[config.mk]
export PLATFORM = sky130hd
export DESIGN_NAME = multicycle_controller
export DESIGN_NICKNAME = d
export VERILOG_FILES = /design/src/rtl/multicycle_controller.sv
export SDC_FILE = /design/constraint.sdc
export NUM_CORES = 1
export LEC_CHECK = 0
export CORE_AREA = 10 10 72 74
export DETAILED_ROUTE_END_ITERATION = 8
export DIE_AREA = 0 0 82 84
export GPL_TIMING_DRIVEN = 0
export PLACE_DENSITY = 0.64
export SLEW_MARGIN = 25
export SYNTH_ARGS = -nofsm -noshare
export SYNTH_HDL_FRONTEND = slang
export SYNTH_SLANG_ARGS = --single-unit
[constraint.sdc]
create_clock -name clk -period 2.4 [get_ports clk]
set_clock_uncertainty 0.05 [all_clocks]
set_input_delay 0.24 -clock clk [delete_from_list [all_inputs] [get_ports clk]]
set_output_delay 0.24 -clock clk [all_outputs]
set_load 0.01 [all_outputs]
[src/rtl/multicycle_controller.sv]
// multicycle_controller
//   Main controller for a multicycle RISC-V style datapath. It steps each
//   instruction through fetch, decode, execute, memory and writeback. It
//   waits on a memory ready handshake and can time that wait out. An
//   illegal opcode or a memory timeout sends it to a trap state that only
//   rst can leave.
//
// Ports
//   clk             in   system clock, rising edge
//   rst             in   asynchronous active-high reset
//   opCode          in   opcode field of the IR
//   mem_ready       in   memory completes the current request this cycle
//   PCWrite         out  unconditional PC load
//   PCWriteCond     out  PC load if the ALU zero flag is set
//   IRWrite         out  IR load
//   regFileWrite    out  register file write enable
//   regFileWriteSrc out  0 = ALU, 1 = memory, 2 = PC+4
//   ALUOverride     out  force the ALU to add
//   ALUSrcA         out  0 = PC, 1 = register
//   ALUSrcB         out  0 = register, 1 = immediate, 2 = constant 4
//   mem_req         out  memory request valid
//   mem_we          out  memory write (store)
//   mem_instr       out  request is an instruction fetch
//   trap            out  controller halted; sticky until rst
//   trap_cause      out  0 = none, 1 = illegal opcode, 2 = memory timeout
module multicycle_controller #(
    parameter int OPCODE_WIDTH    = 7,
    parameter int ALU_SRC_B_WIDTH = 2,
    parameter int MEM_TIMEOUT     = 15,
    parameter bit TIMEOUT_EN      = 1'b1
) (
    input  logic                       clk,
    input  logic                       rst,
    input  logic [OPCODE_WIDTH-1:0]    opCode,
    input  logic                       mem_ready,
    output logic                       PCWrite,
    output logic                       PCWriteCond,
    output logic                       IRWrite,
    output logic                       regFileWrite,
    output logic [1:0]                 regFileWriteSrc,
    output logic                       ALUOverride,
    output logic                       ALUSrcA,
    output logic [ALU_SRC_B_WIDTH-1:0] ALUSrcB,
    output logic                       mem_req,
    output logic                       mem_we,
    output logic                       mem_instr,
    output logic                       trap,
    output logic [1:0]                 trap_cause
);

    localparam logic [6:0] OP_ALU_REG = 7'b0110011;
    localparam logic [6:0] OP_ALU_IMM = 7'b0010011;
    localparam logic [6:0] OP_LOAD    = 7'b0000011;
    localparam logic [6:0] OP_STORE   = 7'b0100011;
    localparam logic [6:0] OP_BRANCH  = 7'b1100011;
    localparam logic [6:0] OP_JAL     = 7'b1101111;

    localparam logic [1:0] CAUSE_NONE    = 2'd0;
    localparam logic [1:0] CAUSE_ILLEGAL = 2'd1;
    localparam logic [1:0] CAUSE_TIMEOUT = 2'd2;

    localparam logic [8:0] TIMEOUT_LIMIT = 9'(MEM_TIMEOUT);

    typedef enum logic [3:0] {
        IDLE, FETCH, DECODE, EXEC_R, EXEC_I, EXEC_B, EXEC_J,
        MEM_RD, MEM_WR, WB_ALU, WB_MEM, TRAP
    } state_t;

    typedef struct packed {
        logic                       pc_write;
        logic                       pc_write_cond;
        logic                       reg_write;
        logic [1:0]                 reg_src;
        logic                       alu_override;
        logic                       alu_src_a;
        logic [ALU_SRC_B_WIDTH-1:0] alu_src_b;
        logic                       mem_req;
        logic                       mem_we;
        logic                       mem_instr;
        logic                       trap;
    } ctrl_t;

    // Moore output table. IRWrite and the fetch half of PCWrite are
    // not stored here because they are qualified by mem_ready.
    function automatic ctrl_t decode_ctrl(input state_t s);
        ctrl_t c;
        c = '0;
        case (s)
            FETCH: begin
                c.mem_req      = 1'b1;
                c.mem_instr    = 1'b1;
                c.alu_override = 1'b1;
                c.alu_src_b    = ALU_SRC_B_WIDTH'(2);
            end
            EXEC_R: c.alu_src_a = 1'b1;
            EXEC_I: begin
                c.alu_src_a = 1'b1;
                c.alu_src_b = ALU_SRC_B_WIDTH'(1);
            end
            EXEC_B: begin
                c.alu_src_a     = 1'b1;
                c.pc_write_cond = 1'b1;
            end
            EXEC_J: begin
                c.reg_write    = 1'b1;
                c.reg_src      = 2'd2;
                c.pc_write     = 1'b1;
                c.alu_src_b    = ALU_SRC_B_WIDTH'(1);
                c.alu_override = 1'b1;
            end
            MEM_RD: c.mem_req = 1'b1;
            MEM_WR: begin
                c.mem_req = 1'b1;
                c.mem_we  = 1'b1;
            end
            WB_ALU: c.reg_write = 1'b1;
            WB_MEM: begin
                c.reg_write = 1'b1;
                c.reg_src   = 2'd1;
            end
            TRAP:    c.trap = 1'b1;
            default: ;
        endcase
        return c;
    endfunction

    state_t     state;
    state_t     nxt_state;
    logic [1:0] cause_q;
    logic [1:0] nxt_cause;
    logic [7:0] wait_cnt;
    ctrl_t      ctrl_q;

    logic [6:0] op_low;
    logic       op_upper_zero;
    logic       timed_out;

    assign op_low = opCode[6:0];

    // Wider opcodes are legal only when the bits above the low 7 are zero.
    generate
        if (OPCODE_WIDTH > 7) begin : g_wide_op
            assign op_upper_zero = ~|opCode[OPCODE_WIDTH-1:7];
        end else begin : g_narrow_op
            assign op_upper_zero = 1'b1;
        end
    endgenerate

    // The timeout fires on the low cycle that would bring the counter to
    // MEM_TIMEOUT. If mem_ready is high on that same cycle, the request
    // completes and no trap is raised.
    assign timed_out = TIMEOUT_EN && !mem_ready &&
                       (({1'b0, wait_cnt} + 9'd1) >= TIMEOUT_LIMIT);

    // NOTE: every variable gets a default before the case so that no path
    // leaves it unassigned, which would infer a latch.
    always_comb begin
        nxt_state = state;
        nxt_cause = cause_q;
        case (state)
            IDLE: nxt_state = FETCH;
            FETCH: begin
                if (mem_ready) begin
                    nxt_state = DECODE;
                end else if (timed_out) begin
                    nxt_state = TRAP;
                    nxt_cause = CAUSE_TIMEOUT;
                end
            end
            DECODE: begin
                if (!op_upper_zero) begin
                    nxt_state = TRAP;
                    nxt_cause = CAUSE_ILLEGAL;
                end else begin
                    case (op_low)
                        OP_ALU_REG:                    nxt_state = EXEC_R;
                        OP_ALU_IMM, OP_LOAD, OP_STORE: nxt_state = EXEC_I;
                        OP_BRANCH:                     nxt_state = EXEC_B;
                        OP_JAL:                        nxt_state = EXEC_J;
                        default: begin
                            nxt_state = TRAP;
                            nxt_cause = CAUSE_ILLEGAL;
                        end
                    endcase
                end
            end
            EXEC_R: nxt_state = WB_ALU;
            EXEC_I: begin
                if (op_low == OP_LOAD)       nxt_state = MEM_RD;
                else if (op_low == OP_STORE) nxt_state = MEM_WR;
                else                         nxt_state = WB_ALU;
            end
            EXEC_B, EXEC_J, WB_ALU, WB_MEM: nxt_state = FETCH;
            MEM_RD: begin
                if (mem_ready) begin
                    nxt_state = WB_MEM;
                end else if (timed_out) begin
                    nxt_state = TRAP;
                    nxt_cause = CAUSE_TIMEOUT;
                end
            end
            MEM_WR: begin
                if (mem_ready) begin
                    nxt_state = FETCH;
                end else if (timed_out) begin
                    nxt_state = TRAP;
                    nxt_cause = CAUSE_TIMEOUT;
                end
            end
            TRAP:    nxt_state = TRAP;
            default: nxt_state = IDLE;
        endcase
    end

    // Outputs are registered from the next state, so each output flop holds
    // the decode of the state being entered and cannot glitch on opCode.
    // NOTE: sequential state uses non-blocking assignments so that every
    // flop samples values from before the edge, whatever the statement order.
    always_ff @(posedge clk or posedge rst) begin
        if (rst) begin
            state    <= IDLE;
            cause_q  <= CAUSE_NONE;
            wait_cnt <= '0;
            ctrl_q   <= '0;
        end else begin
            state   <= nxt_state;
            cause_q <= nxt_cause;
            ctrl_q  <= decode_ctrl(nxt_state);
            // Staying in a wait state means mem_ready was low, so count.
            // Any other move, including entering a wait state, clears.
            if ((state == FETCH || state == MEM_RD || state == MEM_WR) &&
                nxt_state == state) begin
                if (wait_cnt != 8'hFF) wait_cnt <= wait_cnt + 8'd1;
            end else begin
                wait_cnt <= '0;
            end
        end
    end

    // Fetch completes in the cycle that mem_ready is seen.
    assign IRWrite         = ctrl_q.mem_instr & mem_ready;
    assign PCWrite         = ctrl_q.pc_write | (ctrl_q.mem_instr & mem_ready);
    assign PCWriteCond     = ctrl_q.pc_write_cond;
    assign regFileWrite    = ctrl_q.reg_write;
    assign regFileWriteSrc = ctrl_q.reg_src;
    assign ALUOverride     = ctrl_q.alu_override;
    assign ALUSrcA         = ctrl_q.alu_src_a;
    assign ALUSrcB         = ctrl_q.alu_src_b;
    assign mem_req         = ctrl_q.mem_req;
    assign mem_we          = ctrl_q.mem_we;
    assign mem_instr       = ctrl_q.mem_instr;
    assign trap            = ctrl_q.trap;
    assign trap_cause      = cause_q;

endmodule
==> flow_metrics.py <==
metrics = {
    "routing": {
        "wirelength_mm": 3.46,
        "first_iter_violations": 19,
        "avgRoutedWirePerCell_um": 14.5,
        "first_pass_iters": 6,
        "drtAntennaViolNets": 0,
        "route.vias.total": 1186,
        "vias_per_cell": 4.98,
        "remaining_drc_errors": 0,
    },
    "worst_setup_path": {
        "worstSetupPathType": "flop to flop",
        "worstPathArrival_ns": 2.60,
        "critPathMaxFanout": 5,
        "crit_chain": "ha_4 > xor2_2 > a221oi_4 > nor3_4 > nor4b_4 > buf_6 > o211ai_4 > or3_4 > a2bb2oi_2",
        "critPathMaxStageDelay_ns": 0.46,
        "crit_path_top_delay_cell": "dfrtp_2",
        "cp-end-kind": "flop",
        "setup.worst_path.start_class": "flop",
        "reg2reg_depth": 9,
        "critical_path_required_ns": 2.55,
    },
    "cts": {
        "clkSinkCount": 25,
        "clkTransAtPathRegs_ns": 0.09,
        "clock_latency_ns": 0.27,
        "cts_tree": "built",
        "clock-root-buffer": "clkbuf_8",
        "cts_buffer_depth": 2,
        "numCtsBuffers": 3,
        "hold_buffers": 0,
        "cts-htree-levels": 1,
    },
    "layout": {
        "nFillCells": 360,
        "fin_nets": 201,
        "multi_input_area_sq_um": 896,
        "antenna_cells": 0,
        "area_growth_pct": 42.0,
        "drive_gt1_share_pct": 26.6,
        "final_cells": 238,
        "seq_area_sq_um": 628,
    },
    "grt": {
        "grt_use_met3_pct": 3.34,
        "grt.overflow.total": 0,
        "track_usage_pct": 10.2,
        "gr-usage-met2_pct": 18.1,
        "grt_pass1_vias": 1218,
        "groute.layer.met1.usage_pct": 11.0,
        "antenna_found_initial": 0,
        "grt_start_max_net_pins": 26,
        "grt_pass1_wl_mm": 5.71,
        "grt_busiest_layer": "met2",
    },
    "timing": {
        "finalCriticalPeriod_ns": 2.45,
        "fin_tns_setup_ns": -0.0794,
        "max_slew_margin_pct": 37.6,
        "worst_pin_slew_ns": 0.935,
        "layout_setup_ws_ns": -0.0470,
        "hold_viol": 0,
        "rsz0062_at_grt": "true",
        "min_period_over_period_pct": 102,
        "fmax_mhz": 409,
        "slew_violations": 0,
        "setup_violations": 4,
    },
    "floorplanning": {
        "ios": 26,
        "rows": 23,
        "dieHeight_um": 84,
        "die_area_sq_um": 6890,
        "start_util_pct": 37.3,
        "design.core.area_sq_um": 3860,
        "dieWidth_um": 82,
    },
    "logic_synthesis": {
        "netlist_area_sq_um": 1440,
        "synth_area_leaders": "dfrtp_1 (43%), nor2_1 (2.9%), a21oi_1 (2.8%), xnor2_1 (2.4%), nand2_1 (2.3%)",
        "synth_top_area_share_pct": 43.4,
        "yosysSeqAreaShare_pct": 43.4,
        "yosysUniqueCellTypes": 53,
        "netlist_instances": 144,
        "syn_avg_cell_area_sq_um": 10.0,
        "ys_ff_latch": 25,
        "synth_area_leader_cell": "dfrtp_1",
        "ys_warn_count": 0,
    },
    "run_status": {
        "violations": "setup timing",
        "status": "complete, but fails checks",
    },
    "flow_run": {
        "cap_violations": 0,
    },
    "worst_hold_path": {
        "worst_hold_path_type": "input pin to asynchronous set/reset pin",
    },
    "power_and_ir_drop": {
        "p_leak_nw": 0.838,
        "ir_worst_vdd_mv": 0.674,
        "powerDensity_nw_per_um2": 1020,
    },
    "placed_design": {
        "dpl.cell_count": 222,
        "numPortBuffers": 25,
        "hpwlAfterDp_mm": 2.36,
        "gp_congestion": 0.842,
    },
}
[routing by layer]
metal	part of all wire [%]	routed length (um)	up-vias
met3	4.7	164	4
met4	0.87	30	0
met1	43	1480	565
li1	-	-	598
met2	52	1790	19
met5	0	0	-
[report_power, final]
part / switching [mW] / leakage (nW) / internal [mW]
clock network: 0.138 / 0.0217 / 0.118
registers: 0.0551 / 0.318 / 0.524
logic: 0.608 / 0.499 / 0.650
total: 0.801 / 0.838 / 1.29
[cell usage after synthesis, drive strengths merged]
cell type / number
a2111oi: 1
a211o: 1
a211oi: 2
a21boi: 2
a21o: 2
a21oi: 8
a221oi: 1
a2bb2oi: 1
a311oi: 1
a31o: 1
and2: 5
and2b: 2
and3: 4
and3b: 1
buf: 7
conb: 1
dfrtp: 25
ha: 2
inv: 3
nand2: 9
nand2b: 5
nand3: 2
nand4: 1
nand4bb: 1
nor2: 11
nor2b: 5
nor3: 7
nor3b: 2
nor4: 2
nor4b: 2
nor4bb: 1
o211ai: 1
o21ai: 6
o21bai: 3
o22a: 1
o22ai: 2
o2bb2ai: 1
o31ai: 1
o32ai: 1
or2: 2
or3: 2
xnor2: 4
xor2: 2
[layout by cell type, fill, tap and decap left out, types with 2 or more instances in the layout]
master,n
clkdlybuf4s50_1,25
dfrtp_1,23
nor2_1,11
buf_4,11
nand2_1,9
a21oi_1,8
and2_1,5
nand2b_1,5
nor3_1,5
xnor2_1,4
buf_2,4
nor2b_1,4
o21ai_0,4
buf_6,4
conb_1,4
and3_4,3
clkbuf_8,3
nand3_1,2
a21o_1,2
nor4b_4,2
nor4_1,2
o21bai_1,2
o22ai_1,2
and2b_1,2
nor3b_1,2
inv_1,2
ha_4,2
dfrtp_2,2
[cell families (layout without fill, tap and decap cells)]
family | count (synthesis) | in the layout | share of synthesized area (%)
AOI/OAI and AO/OA | 36 | 36 | 18.6
DFF | 25 | 25 | 43.4
adders and majority gates | 2 | 2 | 1.74
xor gates and xnor gates | 6 | 6 | 3.65
buffers and inverters | 10 | 51 | 3.82
and+or+nand+nor | 64 | 64 | 28.5
other | 1 | 4 | 0.260
[path summary, 6_finish.rpt]
kind | slack (ns) | start | end
max | -0.05 | wait_cnt[1]$_DFFE_PP0P_ | mem_req$_DFF_PP0_
min | 0.42 | rst | ALUSrcB[0]$_DFF_PP0_
max reg2reg | -0.05 | wait_cnt[1]$_DFFE_PP0P_ | mem_req$_DFF_PP0_
min reg2reg | 0.47 | trap_cause[0]$_DFFE_PP0P_ | trap_cause[0]$_DFFE_PP0P_
max in group asynchronous | 1.25 | rst | wait_cnt[1]$_DFFE_PP0P_
min in group clk | 0.47 | trap_cause[0]$_DFFE_PP0P_ | trap_cause[0]$_DFFE_PP0P_
[flip-flops by register name, indices dropped and copies added, names as in the netlist, 2 cells and up]
signal	count
wait_cnt	8
state	4
ALUSrcB	2
trap_cause	2
[final cells by class]
cell class / instances / share of cell area [%]
flip-flops and latches: 25 / 30.7
well taps: 50 / 3.06
clock buffers: 3 / 2.02
plain buffers: 7 / 2.57
clock inverters: 1 / 0.367
multi-input cells: 112 / 43.8
inverters: 3 / 0.551
repair buffers: 37 / 16.9
[repair_timing]
action                     CTS  global route
hold endpoints to repair     0             0
cloned                       1             0
resized for setup           19             9
buffers inserted             9             2
setup endpoints to repair   13            15
pin swaps                    9             7
[worst max-delay path: cells and delay by family, from the launching register on]
family                     cells  cell delay (ns)
AOI/OAI and AO/OA              3             0.56
xor gates and xnor gates       1             0.18
adders and majority gates      1             0.19
buffers and inverters          1             0.17
DFF                            1             0.46
and+or+nand+nor                3             0.76
[per-stage QoR]
step	hold slack [ns]	area [sq um]	setup slack [ns]	power (mW)	utilization, %
global placement	0.447	1760	-0.319	1.55	45.7
floorplan	0.217	1450	0.0749	1.25	-
global route	0.481	2040	-0.162	2.25	53.0
CTS	0.449	1970	-0.0829	2.02	51.1
detailed placement	0.458	1760	-0.335	1.57	45.7
finish	0.422	2040	-0.0470	2.09	53.0
No activity file was read; power rests on OpenSTA's default activity.
